### src/rtl/parity_pkg.sv
// Parity constants shared by the parity generator and checker blocks.
package parity_pkg;

    localparam logic PAR_ODD  = 1'b1;
    localparam logic PAR_EVEN = 1'b0;

endpackage : parity_pkg

### src/rtl/parity_reduce.sv
// Combinational XOR reduction of one data word.
module parity_reduce #(
    parameter int unsigned W = 8
) (
    input  logic [W-1:0] data_i,
    output logic         par_c
);

    assign par_c = ^data_i;

endmodule : parity_reduce

### src/rtl/parity_check_stream.sv
// Pipelined frame parity checker with valid/ready on both sides, a sticky
// error flag and a saturating errored-frame counter.
module parity_check_stream
    import parity_pkg::*;
#(
    parameter int unsigned DATA_W = 8,
    parameter int unsigned CNT_W  = 8
) (
    input  logic              clk,
    input  logic              rst_n,
    input  logic              in_valid,
    output logic              in_ready,
    input  logic [DATA_W-1:0] in_data,
    input  logic              in_last,
    input  logic              in_par,
    input  logic              odd_mode,
    output logic              out_valid,
    input  logic              out_ready,
    output logic [DATA_W-1:0] out_data,
    output logic              out_last,
    output logic              out_err,
    input  logic              clr_err,
    output logic              err_sticky,
    output logic [CNT_W-1:0]  err_cnt
);

    localparam logic [CNT_W-1:0] CNT_MAX = {CNT_W{1'b1}};

    logic              out_valid_q, out_valid_d;
    logic [DATA_W-1:0] out_data_q,  out_data_d;
    logic              out_last_q,  out_last_d;
    logic              out_err_q,   out_err_d;
    logic              sticky_q,    sticky_d;
    logic [CNT_W-1:0]  cnt_q,       cnt_d;
    logic              acc_q,       acc_d;
    logic              mid_frame_q, mid_frame_d;
    logic              mode_q,      mode_d;

    logic data_par_c;
    logic accept_c;
    logic acc_in_c;
    logic mode_c;
    logic frame_err_c;
    logic err_event_c;

    parity_reduce #(.W(DATA_W)) u_reduce (
        .data_i (in_data),
        .par_c  (data_par_c)
    );

    assign in_ready = ~out_valid_q | out_ready;
    assign accept_c = in_valid & in_ready;

    // First beat of a frame sees a zero accumulator and the live mode input.
    assign acc_in_c    = (mid_frame_q ? acc_q : 1'b0) ^ data_par_c;
    assign mode_c      = mid_frame_q ? mode_q : odd_mode;
    assign frame_err_c = (mode_c == PAR_ODD) ? ~(acc_in_c ^ in_par) : (acc_in_c ^ in_par);
    assign err_event_c = accept_c & in_last & frame_err_c;

    always_comb begin
        out_valid_d = out_valid_q;
        out_data_d  = out_data_q;
        out_last_d  = out_last_q;
        out_err_d   = out_err_q;
        acc_d       = acc_q;
        mid_frame_d = mid_frame_q;
        mode_d      = mode_q;
        sticky_d    = sticky_q;
        cnt_d       = cnt_q;

        if (accept_c) begin
            out_valid_d = 1'b1;
            out_data_d  = in_data;
            out_last_d  = in_last;
            out_err_d   = in_last & frame_err_c;
            if (!mid_frame_q) begin
                mode_d = odd_mode;
            end
            if (in_last) begin
                acc_d       = 1'b0;
                mid_frame_d = 1'b0;
            end else begin
                acc_d       = acc_in_c;
                mid_frame_d = 1'b1;
            end
        end else if (out_ready) begin
            out_valid_d = 1'b0;
        end

        // Clear takes effect first, so a same-cycle error counts as one.
        if (clr_err) begin
            sticky_d = err_event_c;
            cnt_d    = err_event_c ? CNT_W'(1) : '0;
        end else if (err_event_c) begin
            sticky_d = 1'b1;
            if (cnt_q != CNT_MAX) begin
                cnt_d = cnt_q + CNT_W'(1);
            end
        end
    end

    always_ff @(posedge clk or negedge rst_n) begin
        if (!rst_n) begin
            out_valid_q <= 1'b0;
            out_data_q  <= '0;
            out_last_q  <= 1'b0;
            out_err_q   <= 1'b0;
            acc_q       <= 1'b0;
            mid_frame_q <= 1'b0;
            mode_q      <= PAR_ODD;
            sticky_q    <= 1'b0;
            cnt_q       <= '0;
        end else begin
            out_valid_q <= out_valid_d;
            out_data_q  <= out_data_d;
            out_last_q  <= out_last_d;
            out_err_q   <= out_err_d;
            acc_q       <= acc_d;
            mid_frame_q <= mid_frame_d;
            mode_q      <= mode_d;
            sticky_q    <= sticky_d;
            cnt_q       <= cnt_d;
        end
    end

    assign out_valid  = out_valid_q;
    assign out_data   = out_data_q;
    assign out_last   = out_last_q;
    assign out_err    = out_err_q;
    assign err_sticky = sticky_q;
    assign err_cnt    = cnt_q;

endmodule : parity_check_stream

### config.mk
export PLATFORM = sky130hd
export DESIGN_NAME = parity_check_stream
export DESIGN_NICKNAME = d
export VERILOG_FILES = /design/src/rtl/parity_pkg.sv /design/src/rtl/parity_reduce.sv /design/src/rtl/parity_check_stream.sv
export SDC_FILE = /design/constraint.sdc
export NUM_CORES = 1
export LEC_CHECK = 0
export CORE_MARGIN = 4
export CORE_UTILIZATION = 29
export DETAILED_ROUTE_END_ITERATION = 7
export GPL_ROUTABILITY_DRIVEN = 0
export PLACE_DENSITY = 0.57
export SYNTH_ARGS = -nofsm -noshare
export SYNTH_HDL_FRONTEND = slang
export SYNTH_SLANG_ARGS = --single-unit
### constraint.sdc
create_clock -name clk -period 1.9 [get_ports clk]
set_clock_uncertainty 0.05 [all_clocks]
set_input_delay 0.285 -clock clk [delete_from_list [all_inputs] [get_ports clk]]
set_output_delay 0.285 -clock clk [all_outputs]
set_load 0.1 [all_outputs]
; ---- Word-level counts from Yosys, hierarchy flattened
; Index checks and enable logic that the tools add are counted.
[word_totals]
reg_bits = 23
in_bits = 16
[classes]
eq_ne = 1
n_bitwise = 9
reduce_logical = 5
muxes = 13
n_addsub = 1
[op_table]
columns = op, count
row1 = $mux 8, 3
row2 = $mux 1, 10
row3 = $add 8x1->8 const B, 1
row4 = $ne 8x8->1 const B, 1
row5 = $reduce_xor 8->1, 1
row6 = $reduce_bool 2->1, 3
row7 = $and 1x1->1, 4
row8 = $not 1->1, 2
row9 = $reduce_and 2->1, 1
row10 = $xor 1x1->1, 2
row11 = $or 1x1->1, 1

; ---- Longest topological paths before layout
; Gate-level depths: netlist of run 1.
[depth]
ltp_word = 8
ltp_mapped = 6
mapped_depth_nobuf = 6

; ---- Hierarchy
; A second synthesis of run 1 with hierarchy kept.
[unflattened]
hier_cells = 111
area_unflattened_um2 = 1216.2
[by_module_without_submodules]
columns = mod, area_each_um2, cells_per_inst, seq_area_each_um2, n_inst
row1 = parity_check_stream, 1154.9, 104, 576.8, 1
row2 = parity_reduce, 61.3, 7, 0.0, 1

; ---- Worst setup path before layout of run 1
; Ideal clock, no wire load.
[synth_timing]
kind = register -> register
from = reg out_valid_q, in the netlist out_valid
to = reg out_data_q[3], in the netlist out_data[3]
path_buffers = 1
synth_period_minus_slack_ps = 3035
setup_ps = 126
path_slack_ps = -1135
t_arrival_ps = 2859
path_stages_with_launch = 5
path_cell_list = dfrtp_1 -> nand2b_1 -> nand2_1 -> buf_1 -> mux2_2
[synth_via]
elab_chain_cells = 3
[synth_lines]
columns = item, line
row1 = from (decl), parity_check_stream.sv:29  ; logic out_valid_q, out_valid_d;
row2 = from (signal assigned), parity_check_stream.sv:114  ; out_valid_q <= out_valid_d;
row3 = $not 1->1, parity_check_stream.sv:51  ; assign in_ready = ~out_valid_q | out_ready;
row4 = $or 1x1->1, parity_check_stream.sv:51
row5 = via in_ready, parity_check_stream.sv:12  ; output logic in_ready,
row6 = $and 1x1->1, parity_check_stream.sv:52  ; assign accept_c = in_valid & in_ready;
row7 = to (signal assigned), parity_check_stream.sv:115  ; out_data_q <= out_data_d;
row8 = to (decl), parity_check_stream.sv:30  ; logic [DATA_W-1:0] out_data_q, out_data_d;
; The timed path passes the listed nets, and every way through them passes these cells.
; A chain may end at the register's enable or synchronous reset.

; ---- Worst setup path in the final report of run 1
[layout_timing]
from = reg mode_q
to = reg cnt_q[4], in the netlist err_cnt[4]
[layout_via]
elab_chain_cells = 5
[layout_lines]
columns = item, line
row1 = from (decl), parity_check_stream.sv:37  ; logic mode_q, mode_d;
row2 = from (signal assigned), parity_check_stream.sv:120  ; mode_q <= mode_d;
row3 = $mux 1, -
row4 = $mux 1, parity_check_stream.sv:57  ; assign frame_err_c = (mode_c == PAR_ODD) ? ~(acc_in_c ^ in_par) : (acc_in_c ^ in_par);
row5 = $and 1x1->1, parity_check_stream.sv:58  ; assign err_event_c = accept_c & in_last & frame_err_c;
row6 = $reduce_bool 2->1 (no source line), -
row7 = $reduce_and 2->1 (no source line), -
row8 = to (signal assigned), parity_check_stream.sv:122  ; cnt_q <= cnt_d;
row9 = to (decl), parity_check_stream.sv:34  ; logic [CNT_W-1:0] cnt_q, cnt_d;
; No other way between the ends.

==> results of run 1 <==
==> cells by family after synthesis <==
| kind of cell | after synthesis | synth area share |
|---|---|---|
| mux | 14 | 0.1341 |
| compound gates | 13 | 0.08325 |
| fa+ha+maj | 1 | 0.01081 |
| xor+xnor | 9 | 0.09406 |
| simple gates | 37 | 0.1568 |
| buf+inv | 7 | 0.02270 |
| flops | 23 | 0.4984 |
==> how the worst max path moves through the flow <==
stage / slack (ns) / endpoint / from / depth (start not counted)
2_1_floorplan: -0.03 / err_cnt[3] / mode_q / 5
3_3_place_gp: -0.54 / err_cnt[7] / in_data[2] / 6
3_5_place_dp: -0.57 / err_cnt[3] / in_data[2] / 6
4_1_cts: -0.12 / err_cnt[4] / mode_q / 5
5_1_grt: -0.17 / err_cnt[3] / mode_q / 6
6_report: -0.10 / err_cnt[4] / mode_q / 5
==> cell type report <==
type	instances	area, um2	area share
well taps	48	60.06	0.03226
clock buffers	4	45.04	0.02419
repair buffers	49	456.7	0.2453
flip-flops and latches	23	594.3	0.3192
inverters	5	18.77	0.01008
multi-input cells	75	686.9	0.3690
==> where the power goes <==
part,switching [mW],leakage [nW],internal (mW)
clock,0.155,0.0228,0.149
combinational,0.615,0.548,0.369
sequential,0.0458,0.277,0.562
total,0.816,0.848,1.08
==> per-layer routing <==
layer,global-route usage,wire (um)
met3,0.02699,143
met5,0,0
met1,0.1678,1343
met2,0.1827,1394
met4,0.02923,8
==> repair_timing <==
item,in CTS,in global routing
pin swaps,11,5
cloned,1,0
setup buffers,3,2
resized for setup,28,15
setup endpoints to repair,10,10
==> through the flow <==
step                std cells  total power [mW]  setup slack, ns  setup TNS (ns)  cell area, um2
finish                    204             1.896          -0.1050         -0.4439            1862
global route              204             1.993          -0.1719         -0.9776            1862
CTS                       202             1.824          -0.1249         -0.5236            1788
detailed placement        194             1.435          -0.5746          -5.109            1682
global placement          194             1.426          -0.5411          -4.875            1682
floorplan                 104             1.190         -0.02807        -0.05480            1200
==> synth_stat cells <==
library cell | number | area, um2
nand2_1 | 13 | 48.80
or4_1 | 1 | 7.510
xnor2_1 | 5 | 43.79
and4_1 | 1 | 8.760
nor3_1 | 4 | 20.02
a41oi_1 | 1 | 8.760
mux2i_1 | 2 | 20.02
nor2b_1 | 2 | 12.51
and3_1 | 1 | 6.260
o31ai_1 | 2 | 15.01
o21a_1 | 1 | 7.510
nand2b_1 | 2 | 12.51
buf_1 | 1 | 3.750
clkbuf_1 | 1 | 3.750
a22o_1 | 1 | 8.760
o311ai_0 | 1 | 8.760
o32ai_1 | 1 | 8.760
ha_1 | 1 | 12.51
a21oi_1 | 2 | 10.01
nand3_1 | 2 | 10.01
nor4_1 | 1 | 6.260
dfstp_2 | 1 | 26.28
xnor3_2 | 2 | 47.55
nand3_2 | 1 | 10.01
xor2_1 | 2 | 17.52
nor2_1 | 7 | 26.28
o21ai_0 | 2 | 10.01
a21o_1 | 1 | 7.510
dfrtp_1 | 22 | 550.5
or2_2 | 2 | 12.51
inv_1 | 5 | 18.77
mux2_2 | 12 | 135.1
o221a_2 | 1 | 11.26
==> sequential cells by signal, indices dropped and copies added, names as in the netlist <==
name / flops
err_cnt: 8
out_data: 8
acc_q: 1
err_sticky: 1
mid_frame_q: 1
mode_q: 1
out_err: 1
out_last: 1
out_valid: 1
==> flow_metrics.tcl, run 1 <==
set metrics [dict create \
    fin_crit_sh 1.055 \
    setup_violations 6 \
    netlist-cell-type-count 33 \
    track_usage 0.1184 \
    drt-total-wl_um 2890 \
    grt_pass1_vias 1028 \
    endpoint_kind "flop" \
    cts.htree.levels 1 \
    rows 22 \
    whs_ns 0.2529 \
    diodes 0 \
    fin_ws_ns -0.1050 \
    final_common_cell "buf_4" \
    insertion_delay_ns 0.26 \
    max_stage_delay_ns 0.54 \
    area_growth_pct 60.87 \
    core_um2 3771 \
    critPathKind "reg -> reg" \
    cts_made_buffers 3 \
    drv_cap 0 \
    grt_max_degree 24 \
    grt_overflow 0 \
    dp_hpwl_um 2024 \
    nFillCells 351 \
    peakVddDrop_uv 578.0 \
    path_clk_slew_ns 0.08 \
    synth.cell_area_um2 1157 \
    port_buffers 36 \
    die_area_um2 5066 \
    slew_viol_final 0 \
    ys_ff_latch 23 \
    status "finished, violations left" \
    rsz0062_at_grt "yes" \
    whs_path_depth 2 \
    ff2ff_path_depth 5 \
    drt_iter0_drc 29 \
    num_vias 977 \
    pwr_density_cell_nw_per_um2 1019 \
    cp_max_fo 4 \
    final_nets 174 \
    most-common-layout-cells "buf_4 (26), dfrtp_1 (14), nand2_1 (12)" \
    fmax_mhz 498.8 \
    tightest_slew_ns 0.4118 \
    io_pins 37 \
    ctsHoldBuffers 0 \
    synth_cells 104 \
    cts_tree "done" \
    reg2reg_from "mode_q" \
    crit_family "XOR/XNOR gates" \
    cp_num_buf_inv 0 \
    finalHoldViolCount 0 \
    ant_nets 0 \
    clockBufferDepth 2 \
    vias_per_cell 4.789 \
    die_w_um 71.18 \
    r2r_end "err_cnt[4]" \
    ys_warn_count 0 \
    cts-root-buf "clkbuf_8" \
    worstPathCellList "mux2i_1 > xnor2_1 > xnor3_2 > nor4_4 > mux2_4" \
    start_util 0.3069 \
    hold_class "in -> reg" \
    cp.required_ns 2.00 \
    violations "negative setup slack" \
    syn_avg_cell_area_um2 11.13 \
    die_h_um 71.18 \
    dr.pass1.iters 4 \
    r2r_slack_ns -0.10 \
    cts_sinks 23 \
    relSlewSlack 0.7226 \
    whs_endpoint "out_data[7]" \
    drc 0 \
    arrival_ns 2.11 \
    start_kind "flop" \
    finalCriticalPeriod_ns 2.005 \
    fin_util 0.4937 \
    drive_gt1_frac 0.5064 \
    syn-num-nets 121 \
    cpMaxStageDelayCell "dfstp_2" \
    wl_per_cell_um 14.17 \
    p_leak_nw 0.8480 \
    grt_pass1_wl_um 4871 \
    ys_seq_area_frac 0.4984 \
    min_from "in_data[7]" \
    antenna_found_initial 0 \
]
(Power assumes the default switching activity.)
==> run 2, diff against run 1 <==
--- a/config.mk
+++ b/config.mk
@@ -8,8 +8,9 @@
 export CORE_MARGIN = 4
 export CORE_UTILIZATION = 29
 export DETAILED_ROUTE_END_ITERATION = 7
+export DONT_BUFFER_PORTS = 1
 export GPL_ROUTABILITY_DRIVEN = 0
-export PLACE_DENSITY = 0.57
+export PLACE_DENSITY = 0.45
 export SYNTH_ARGS = -nofsm -noshare
 export SYNTH_HDL_FRONTEND = slang
 export SYNTH_SLANG_ARGS = --single-unit
==> constraint.sdc (replaced) <==
create_clock -name clk -period 1.9 [get_ports clk]
set_clock_uncertainty 0.05 [all_clocks]
set_input_delay 0.285 -clock clk [delete_from_list [all_inputs] [get_ports clk]]
set_output_delay 0.285 -clock clk [all_outputs]
set_load 0.02 [all_outputs]
==> flow_metrics.tcl, run 2 (same netlist as run 1, synthesis figures left out) <==
set metrics [dict create \
    status "complete, no violations" \
    max_stage_delay_ns 0.53 \
    path_clk_slew_ns 0.08 \
    critPathKind "reg -> reg" \
    final_common_cell "dfrtp_1" \
    drv_cap 0 \
    ant_nets 0 \
    start_kind "flop" \
    final_nets 144 \
    finalCriticalPeriod_ns 1.899 \
    cts_made_buffers 3 \
    drc 0 \
    vias_per_cell 4.977 \
    die_h_um 71.18 \
    track_usage 0.1051 \
    grt_max_degree 24 \
    crit_path_start "mode_q" \
    finalHoldViolCount 0 \
    cp.required_ns 2.00 \
    reg2reg_from "mode_q" \
    core_um2 3771 \
    cts_tree "done" \
    num_vias 866 \
    fin_ws_ns 0.001287 \
    worstPathCellList "mux2i_1 > xnor2_1 > xnor3_2 > nor4_2 > mux2_2" \
    peakVddDrop_uv 536.7 \
    clockBufferDepth 2 \
    dp_slack_ns -0.1402 \
    final_area_um2 1466 \
    grt_overflow 0 \
    area_growth_pct 26.70 \
    cp_max_fo 5 \
    tightest_slew_ns 1.071 \
    endpoint_kind "flop" \
    placed_area_um2 1324 \
    fin_total_pwr_mw 1.337 \
    io_pins 37 \
    port_buffers 0 \
    pwr_density_cell_nw_per_um2 911.4 \
    most-common-layout-cells "dfrtp_1 (22), buf_4 (17), nand2_1 (13)" \
    grt_pass1_vias 902 \
    die_w_um 71.18 \
    dp_hpwl_um 1890 \
    drt_iter0_drc 10 \
    start_util 0.3069 \
    drive_gt1_frac 0.3730 \
    die_area_um2 5066 \
    rsz0062_at_grt "yes" \
    p_leak_nw 0.6540 \
    insertion_delay_ns 0.26 \
    arrival_ns 2.00 \
    hold_class "in -> reg" \
    wl_per_cell_um 14.61 \
    rows 22 \
    relSlewSlack 0.2834 \
    drt-total-wl_um 2543 \
    cts_sinks 23 \
    fmax_mhz 526.7 \
    cpMaxStageDelayCell "dfstp_2" \
    slew_viol_final 0 \
    setup_violations 0 \
    diodes 0 \
    cts-root-buf "clkbuf_8" \
    fin_crit_sh 0.9993 \
    nFillCells 397 \
    antenna_found_initial 0 \
    min_from "clr_err" \
    cts.htree.levels 1 \
    grt_pass1_wl_um 4257 \
    dr.pass1.iters 4 \
]
run 2: changes by cell type in the layout (fill, tap and decap cells not counted), moves of 4 or more:
| cell | delta |
|---|---|
| buf_4 | -9 |
| buf_12 | -5 |
| clkdlybuf4s50_1 | -7 |
| dfrtp_1 | +8 |
| dfrtp_2 | -5 |
| buf_2 | -4 |
run 2: path summary, 6_finish.rpt:
path | end | slack, ns | cells after the start
setup / recovery | err_cnt[4] | 0.001 | 5
max in group asynchronous | err_cnt[4] | 0.54 | 1
min in group asynchronous | out_data[0] | 0.61 | 1
hold / removal | err_sticky | 0.06 | 1
setup reg to reg | err_cnt[4] | 0.001 | 5
hold reg to reg | acc_q | 0.47 | 1
run 2: metal layers:
layer	track usage	vias to the layer above	share of wire
met3	0.04972	2	0.082
met2	0.1765	26	0.50
met4	0.02505	0	0.0067
li1	-	408	-
met5	0	-	0
met1	0.1207	430	0.41
run 2: per-stage QoR:
stage | utilization | setup TNS, ns | cells | hold slack, ns
CTS | 0.3842 | -0.008472 | 173 | 0.01149
global placement | 0.3510 | -0.4067 | 164 | -0.06000
global route | 0.3889 | -0.6803 | 174 | 0.04193
floorplan | - | -0.05405 | 104 | -0.06059
detailed placement | 0.3510 | -0.6823 | 164 | -0.05989
finish | 0.3889 | 0 | 174 | 0.05865
run 2: worst max-delay path: cells and delay by family, from the launching register on:
| family | cells | cell delay (ns) |
|---|---|---|
| xor gates and xnor gates | 2 | 0.60 |
| and+or+nand+nor | 1 | 0.17 |
| muxes | 2 | 0.43 |
| DFF | 1 | 0.53 |
run 2: repair_timing:
item / CTS / global route
hold endpoints to repair: 23 / 1
setup endpoints to repair: 9 / 8
hold buffers: 1 / 1
resized for setup: 6 / 3
cloned: 1 / 0
pin swaps: 4 / 3
buffers inserted: 3 / 0
run 2: power breakdown:
part / internal, mW / switching [mW]
combinational: 0.211 / 0.172
clock: 0.146 / 0.156
sequential: 0.556 / 0.0951
total: 0.913 / 0.423
run 2: area by class of cell:
type	instances	area, um2	area share
Clock buffer	3	41.29	0.02816
Clock inverter	1	5.005	0.003413
Inverter	5	18.77	0.01280
Multi-Input combinational cell	75	616.8	0.4206
Sequential cell	23	576.8	0.3933
Tap cell	48	60.06	0.04096
Timing Repair Buffer	19	147.6	0.1007
==> run 3, diff against run 2 <==
--- a/config.mk
+++ b/config.mk
@@ -5,7 +5,6 @@
 export SDC_FILE = /design/constraint.sdc
 export NUM_CORES = 1
 export LEC_CHECK = 0
-export CORE_MARGIN = 4
 export CORE_UTILIZATION = 29
 export DETAILED_ROUTE_END_ITERATION = 7
 export DONT_BUFFER_PORTS = 1
==> flow_metrics.tcl, run 3 (same netlist as run 1, synthesis figures left out) <==
set metrics [dict create \
    track_usage 0.1284 \
    num_vias 864 \
    cp_max_fo 5 \
    slew_viol_final 0 \
    final_common_cell "dfrtp_1" \
    grt_pass1_vias 865 \
    p_leak_nw 0.6728 \
    arrival_ns 2.01 \
    grt_overflow 0 \
    diodes 0 \
    nFillCells 376 \
    hold_class "in -> reg" \
    path_clk_slew_ns 0.08 \
    setup_violations 2 \
    endpoint_kind "flop" \
    cts-root-buf "clkbuf_8" \
    ff2ff_path_depth 5 \
    start_kind "flop" \
    drt_iter0_drc 30 \
    die_h_um 65.18 \
    rows 22 \
    io_pins 37 \
    final_nets 142 \
    dp_hpwl_um 1822 \
    most-common-layout-cells "dfrtp_1 (22), buf_4 (15), nand2_1 (13)" \
    peakVddDrop_uv 429.5 \
    grt_max_degree 24 \
    whs_path_depth 1 \
    drv_cap 0 \
    start_util 0.3092 \
    cp.required_ns 2.01 \
    die_area_um2 4248 \
    violations "negative setup slack" \
    clockBufferDepth 2 \
    port_buffers 0 \
    multi_input_area_um2 645.6 \
    ant_nets 0 \
    area_growth_pct 28.00 \
    relSlewSlack 0.3200 \
    grt_pass1_wl_um 4133 \
    cts.htree.levels 1 \
    fin_ws_ns -0.003010 \
    rsz0062_at_grt "yes" \
    tightest_slew_ns 1.017 \
    die_w_um 65.18 \
    core_um2 3744 \
    vias_per_cell 5.023 \
    antenna_found_initial 0 \
    status "finished, violations left" \
    final_area_um2 1481 \
    wl_per_cell_um 15.08 \
    drt-total-wl_um 2593 \
    drc 0 \
    pwr_density_cell_nw_per_um2 912.5 \
    finalHoldViolCount 0 \
    dr.pass1.iters 4 \
    insertion_delay_ns 0.26 \
    fin_total_pwr_mw 1.352 \
    cts_sinks 23 \
    seqCellArea_um2 576.8 \
    cts_tree "done" \
    drive_gt1_frac 0.3790 \
    fmax_mhz 525.5 \
    cts_made_buffers 3 \
    finalCriticalPeriod_ns 1.903 \
    critPathKind "reg -> reg" \
    placed_area_um2 1324 \
    fin_crit_sh 1.002 \
]
[run 3: worst paths after layout]
path                               from  slack, ns           to
worst max-delay path             mode_q     -0.003   err_cnt[2]
worst min-delay path            clr_err       0.03   err_cnt[6]
worst max register to register   mode_q     -0.003   err_cnt[2]
worst min register to register    acc_q       0.47        acc_q
max in group asynchronous         rst_n       0.60   err_cnt[6]
min in group asynchronous         rst_n       0.59  out_data[4]
[run 3: where the power goes]
group	leakage [nW]	internal [mW]	switching (mW)
combinational	0.357	0.212	0.190
sequential	0.290	0.556	0.0921
clock	0.0255	0.146	0.155
[run 3: what timing repair did]
action | 4_1_cts | 5_1_grt
endpoints found under the setup margin | 8 | 8
resized for setup | 2 | 12
hold buffers | 1 | 0
cloned | 1 | 0
pin swaps | 3 | 5
hold endpoints to repair | 23 | 0
buffers inserted | 2 | 0
[run 3: cell type report]
cell class                      instances  share of cell area
Multi-Input combinational cell         75              0.4358
Sequential cell                        23              0.3894
Timing Repair Buffer                   17             0.09037
Tap cell                               48             0.04054
Clock buffer                            3             0.02787
Inverter                                5             0.01267
Clock inverter                          1            0.003378
[run 3: critical path: stages (launching register included)]
cell     delay, ns
dfstp_2       0.53
mux2i_1       0.07
xnor2_1       0.24
xnor3_2       0.38
or2_4         0.31
o221a_4       0.21
[run 3: per-layer routing]
metal,vias up,track usage,share of wire
met4,0,0.02446,0.0062
met3,2,0.05556,0.084
met2,35,0.1985,0.49
li1,408,-,-
met5,-,0,0
met1,419,0.1668,0.42
[run 3: per-stage QoR]
step / std cells / TNS (ns) / worst slack (ns) / util / hold slack, ns
5_1_grt: 172 / -0.6025 / -0.1233 / 0.3957 / 0.005277
6_report: 172 / -0.005932 / -0.003010 / 0.3957 / 0.03018
2_1_floorplan: 104 / -0.05405 / -0.02703 / - / -0.06059
3_3_place_gp: 164 / -0.4524 / -0.1047 / 0.3536 / -0.05996
3_5_place_dp: 164 / -0.5415 / -0.1131 / 0.3536 / -0.05998
4_1_cts: 172 / -0.006477 / -0.003285 / 0.3830 / 0.02172
